===== src/rtl/image_op_scheduler.sv =====
// image_op_scheduler: runs the mirror, gray and filter engines in that order.
// Only the engines selected by op_mask are run. The scheduler launches each one
// and gives it sole use of the shared 64x64 image-memory address/write port
// until the engine reports done.
// Optional macro TIMEOUT_EN: limits the number of RUN cycles per engine to
// TIMEOUT_CYCLES and flags the op in err. Without it, err is tied low.
module image_op_scheduler #(
  parameter int unsigned TIMEOUT_CYCLES = 65535
) (
  input  logic        clk,
  input  logic        rst_n,
  input  logic        start,
  input  logic        abort,
  input  logic [2:0]  op_mask,
  output logic [2:0]  eng_start,
  input  logic [2:0]  eng_done,
  input  logic [17:0] eng_row,
  input  logic [17:0] eng_col,
  input  logic [2:0]  eng_we,
  input  logic [71:0] eng_pix,
  output logic [5:0]  mem_row,
  output logic [5:0]  mem_col,
  output logic        mem_we,
  output logic [23:0] mem_pix,
  output logic [1:0]  cur_op,
  output logic        busy,
  output logic [2:0]  op_done,
  output logic        all_done,
  output logic [2:0]  err
);

  if (TIMEOUT_CYCLES == 0) begin : g_bad_timeout
    $error("TIMEOUT_CYCLES must be nonzero");
  end

  typedef enum logic [2:0] {
    ST_IDLE,
    ST_SELECT,
    ST_LAUNCH,
    ST_RUN,
    ST_DONE
  } state_t;

  state_t     state;
  logic [1:0] idx;
  logic [2:0] mask_q;
  logic       run_first;
  logic [2:0] eng_start_q;
  logic [2:0] op_done_q;
  logic       all_done_q;
  logic       busy_q;
  logic       done_hit;
  logic       timeout_hit;
  logic       advance;
  logic       accept_start;

  function automatic logic bit_at(input logic [2:0] v, input logic [1:0] i);
    case (i)
      2'd0:    return v[0];
      2'd1:    return v[1];
      2'd2:    return v[2];
      default: return 1'b0;
    endcase
  endfunction

  function automatic logic [2:0] onehot(input logic [1:0] i);
    case (i)
      2'd0:    return 3'b001;
      2'd1:    return 3'b010;
      2'd2:    return 3'b100;
      default: return 3'b000;
    endcase
  endfunction

  assign accept_start = start && (state == ST_IDLE || state == ST_DONE);
  // The done level is not trusted in the first RUN cycle, because the engine may still show the previous run's done.
  assign done_hit     = (state == ST_RUN) && !run_first && bit_at(eng_done, idx);
  assign advance      = done_hit || timeout_hit;

`ifdef TIMEOUT_EN
  localparam int unsigned CNT_W = $clog2(TIMEOUT_CYCLES + 1);
  logic [CNT_W-1:0] run_cnt;
  logic [2:0]       err_q;

  // The counter holds the RUN cycles already elapsed. The limit is reached on the TIMEOUT_CYCLES-th RUN cycle.
  assign timeout_hit = (state == ST_RUN) && !done_hit &&
                       (run_cnt == CNT_W'(TIMEOUT_CYCLES - 1));

  // Per-engine RUN cycle counter and sticky timeout flags
  always_ff @(posedge clk or negedge rst_n) begin
    if (!rst_n) begin
      run_cnt <= '0;
      err_q   <= '0;
    end else begin
      if (abort || accept_start)
        err_q <= '0;
      else if (timeout_hit)
        err_q <= err_q | onehot(idx);
      if (state == ST_LAUNCH)
        run_cnt <= '0;
      else if (state == ST_RUN)
        run_cnt <= run_cnt + CNT_W'(1);
    end
  end

  assign err = err_q;
`else
  assign timeout_hit = 1'b0;
  assign err         = '0;
`endif

  // Sequencer: select -> launch -> run for each enabled engine, with abort taking priority
  always_ff @(posedge clk or negedge rst_n) begin
    if (!rst_n) begin
      state       <= ST_IDLE;
      idx         <= '0;
      mask_q      <= '0;
      run_first   <= 1'b0;
      eng_start_q <= '0;
      op_done_q   <= '0;
      all_done_q  <= 1'b0;
      busy_q      <= 1'b0;
    end else begin
      eng_start_q <= '0;
      if (abort) begin
        state      <= ST_IDLE;
        idx        <= '0;
        op_done_q  <= '0;
        all_done_q <= 1'b0;
        busy_q     <= 1'b0;
      end else begin
        case (state)
          ST_IDLE, ST_DONE: begin
            if (start) begin
              mask_q     <= op_mask;
              op_done_q  <= '0;
              all_done_q <= 1'b0;
              idx        <= '0;
              busy_q     <= 1'b1;
              state      <= ST_SELECT;
            end
          end
          ST_SELECT: begin
            if (bit_at(mask_q, idx)) begin
              eng_start_q <= onehot(idx);
              state       <= ST_LAUNCH;
            end else if (idx == 2'd2) begin
              busy_q     <= 1'b0;
              all_done_q <= 1'b1;
              state      <= ST_DONE;
            end else begin
              idx <= idx + 2'd1;
            end
          end
          ST_LAUNCH: begin
            run_first <= 1'b1;
            state     <= ST_RUN;
          end
          ST_RUN: begin
            run_first <= 1'b0;
            if (advance) begin
              if (done_hit)
                op_done_q <= op_done_q | onehot(idx);
              if (idx == 2'd2) begin
                busy_q     <= 1'b0;
                all_done_q <= 1'b1;
                state      <= ST_DONE;
              end else begin
                idx   <= idx + 2'd1;
                state <= ST_SELECT;
              end
            end
          end
          default: state <= ST_IDLE;
        endcase
      end
    end
  end

  // Grant mux: only the launched/running engine reaches memory; abort kills the write at once
  always_comb begin
    mem_row = '0;
    mem_col = '0;
    mem_pix = '0;
    mem_we  = 1'b0;
    cur_op  = 2'd3;
    if (state == ST_LAUNCH || state == ST_RUN) begin
      cur_op = idx;
      case (idx)
        2'd0: begin
          mem_row = eng_row[5:0];
          mem_col = eng_col[5:0];
          mem_pix = eng_pix[23:0];
          mem_we  = eng_we[0];
        end
        2'd1: begin
          mem_row = eng_row[11:6];
          mem_col = eng_col[11:6];
          mem_pix = eng_pix[47:24];
          mem_we  = eng_we[1];
        end
        2'd2: begin
          mem_row = eng_row[17:12];
          mem_col = eng_col[17:12];
          mem_pix = eng_pix[71:48];
          mem_we  = eng_we[2];
        end
        default: ;
      endcase
      if (abort)
        mem_we = 1'b0;
    end
  end

  assign eng_start = eng_start_q & {3{~abort}};
  assign op_done   = op_done_q;
  assign all_done  = all_done_q;
  assign busy      = busy_q;

endmodule


===== config.mk =====
export PLATFORM = sky130hd
export DESIGN_NAME = image_op_scheduler
export DESIGN_NICKNAME = d
export VERILOG_FILES = /design/src/rtl/image_op_scheduler.sv
export SDC_FILE = /design/constraint.sdc
export NUM_CORES = 1
export LEC_CHECK = 0
export BUFFER_PORTS_ARGS = -buffer_cell sky130_fd_sc_hd__buf_2
export CAP_MARGIN = 40
export CORE_MARGIN = 2
export CORE_UTILIZATION = 25
export DETAILED_ROUTE_END_ITERATION = 10
export HOLD_SLACK_MARGIN = 0.05
export PLACE_DENSITY = 0.73
export SYNTH_ARGS = -nofsm -noshare
export SYNTH_HDL_FRONTEND = slang
export SYNTH_SLANG_ARGS = --single-unit

===== constraint.sdc =====
create_clock -name clk -period 3 [get_ports clk]
set_clock_uncertainty 0.05 [all_clocks]
set_input_delay 0.3 -clock clk [delete_from_list [all_inputs] [get_ports clk]]
set_output_delay 0.3 -clock clk [all_outputs]
set_load 0.02 [all_outputs]

==> impl_results.md <==
* Overall fraction of global-route tracks in use at 0.1813
* Count of final max-slew check failures at 0
* Slew at the pin closest to its max-slew limit at 0.5855 ns
* Count of antenna-violating nets left after detailed routing at 0
* Maximum number of pins on one net before global-route repair at 38
* Kind of capture point of the worst setup path: register
* Req. time, crit path at 3.10 ns
* Via count of the first global-routing pass at 2168
* Total of warnings raised by yosys at 0
* Total clock buffers created by CTS at 3
* Std-Cell Rows at 28
* Max IR drop VDD at 434.1 uV
* Result of the run: finished clean
* Layout filler cell count at 586
* Tightest slew margin relative to the limit at 0.6073
* Area delta synth->final at 59.13%
* Netlist Area Pre-Place at 1577 um2
* WP data arrival at 2.58 ns
* WL final at 6718 um
* Critical-path maximum fanout at 25
* Maximum buffer depth of the clock tree at 2
* Final critical-path share of the clock period at 0.8266
* 1st-iter DRT viols at 226
* Count of mapped cells out of synthesis at 189
* Antenna fix cells at 0
* Hold-critical path depth at 2
* Leakage power at 0.001428 uW
* Final HPWL DP at 5213 um
* Total Die Area at 6957 um2
* Cell at the root of the clock tree: clkbuf_8
* Quantity of gates resized following cts at 0
* Sequential cell area fraction in the yosys report at 0.2698
* Unique cell type count in the Yosys netlist at 40
* Via total after detailed routing at 2302
* Area inside the core boundary at 5991 um2
* Commonest non-fill, non-tap cells in the layout: 167 x buf_2, 46 x nor2_1, 39 x a222oi_1
* I/O pin count at 171
* First-pass GRT wire length at 10700 um
* Worst R2R Path Depth at 7
* Total grt overflow at 0
* Detail-routed via count per cell at 5.507
* Buffers added on ports at 167
* DIE HEIGHT at 83.41 um
* Fraction of final layout cells sized beyond drive strength 1 at 0.5481
* TritonCTS clock tree: built
* Register bit count reported by yosys at 17
* Maximum operating frequency at 403.2 MHz
* Routed wire length per instance at 16.07 um
* Post-layout util at 0.4188
* Leading cell type in the layout, fill and taps excluded: buf_2
* Number of maximum-capacitance violations at 0
* Post-layout min period at 2.480 ns
* DR DRC count at 0
* Yosys top cell by area: dfrtp_1
* Latest clock arrival within the worst-skew pair at 0.26 ns
* Starting density of the core at 0.2632
* Setup repair after global routing missed its margin: no
* H-tree depth at 1
* Number of clock sinks at 17
* TNS Setup at 0 ns
* Final RePlAce weighted congestion at 0.8489
* Clock transition at the registers of the reported paths at 0.07 ns
* Initial antenna violation count at 0
* Area fraction of the dominant cell type after synthesis at 0.2698
* Biggest area contributors in the synthesized netlist: dfrtp_1 27%, a222oi_1 25%, nor2_1 11%
* Kind of path behind the tightest hold check: in2reg
* CP Class: reg2reg
* TritonRoute pass-1 iters at 10
* Final number of setup-violating endpoints at 0
* Mean post-synth cell area at 8.341 um2
* Final Net Count at 471
* Die Span X at 83.41 um
* Number of hold violations in the final report at 0
* Startpoint kind of the worst setup timing path: register
* Pwr Density at 807.1 nW/um2
## worst max-delay path: stages, from the launching register on
cell and delay [ns]:
dfrtp_1 0.43, inv_1 0.17, ha_1 0.22, buf_4 0.29, a222oi_1 0.15, o31ai_2 0.51
o2111ai_1 0.24, a22o_2 0.31
## synthesized netlist by cell type
library cell  count
mux2_2            3
and3b_2           1
clkbuf_1         18
a22o_2            2
nand3b_1          1
inv_1             4
a21o_1            1
conb_1            1
buf_2             2
o31ai_1           2
dfrtp_1          17
nand2_1           6
buf_4             3
and3_4            1
o22ai_1           1
o2111ai_1         1
nor2b_1           4
buf_1             2
ha_1              6
a32o_2            1
nor2_1           46
a22oi_1           1
or4b_1            1
o31a_1            2
buf_6             1
mux2i_1           1
nor3_1            3
and2_1            3
a221oi_1          1
o21ai_0           1
o211a_1           1
nor4_1            2
and4bb_2          1
or4_1             1
o31ai_2           1
nand2b_1          2
a31oi_1           3
or3b_2            1
a41oi_1           1
a222oi_1         39
## report_power, final
group          leakage (uW)  total (uW)  internal, uW  switching (uW)
registers          0.000223         386           302            83.4
clock network     0.0000255         178          92.4            85.5
logic               0.00118        1460           575             887
total               0.00143        2020           969            1060
## worst paths after layout
| check | start | endpoint | slack (ns) |
|---|---|---|---|
| setup / recovery | idx[0] | idx[0] | 0.52 |
| hold / removal | op_mask[0] | mask_q[0] | 0.23 |
| setup reg to reg | idx[0] | idx[0] | 0.52 |
| hold reg to reg | op_done[0] | op_done[0] | 0.46 |
| max in group asynchronous | rst_n | idx[0] | 2.17 |
| min in group asynchronous | rst_n | all_done | 0.45 |
## flip-flops by register name, indices dropped and copies added, names as in the netlist
name,cells
mask_q,3
state,3
idx,2
eng_start_q,3
busy,1
op_done,3
run_first,1
all_done,1
## layer usage
metal,up-vias,part of all wire,GRT usage,wire [um]
met5,-,0,0,0
met4,0,0.0079,0.03226,53
met3,7,0.091,0.02684,614
met2,151,0.51,0.3204,3407
met1,1081,0.39,0.2363,2643
li1,1063,-,-,-
## timing repair
action,CTS,global route
buffers inserted,0,0
endpoints found under the hold margin,17,0
hold buffers,1,0
## logic make-up after synthesis
group                    synth area share
AO/OA/AOI/OAI                      0.3476
adder cells (fa/ha/maj)           0.04762
buffers and inverters             0.08492
flip-flops                         0.2698
multiplexers                      0.02778
other                            0.002379
AND/OR/NAND/NOR                    0.2198
## stage by stage
step / hold WS, ns / area (um2) / power (uW) / std cells / setup slack (ns)
3_3_place_gp: 0.1912 / 2452 / 1811 / 413 / 0.6451
4_1_cts: 0.2270 / 2509 / 2022 / 418 / 0.5363
2_1_floorplan: -0.04559 / 1584 / 1389 / 191 / 0.9399
5_1_grt: 0.2239 / 2509 / 2179 / 418 / 0.3476
3_5_place_dp: 0.2028 / 2452 / 1836 / 413 / 0.5367
6_report: 0.2310 / 2509 / 2025 / 418 / 0.5201
## cell type report
class                      instances  area, um2  share of cell area
clock buffer                       3      41.29             0.01646
clock inverter                     1      5.005            0.001995
inverter                           4      15.01            0.005985
multi-input combinational        144       1025              0.4085
sequential                        17      425.4              0.1696
tap                               75      93.84             0.03741
timing repair buffer             174      903.4              0.3601
(Power assumes the default switching activity.)
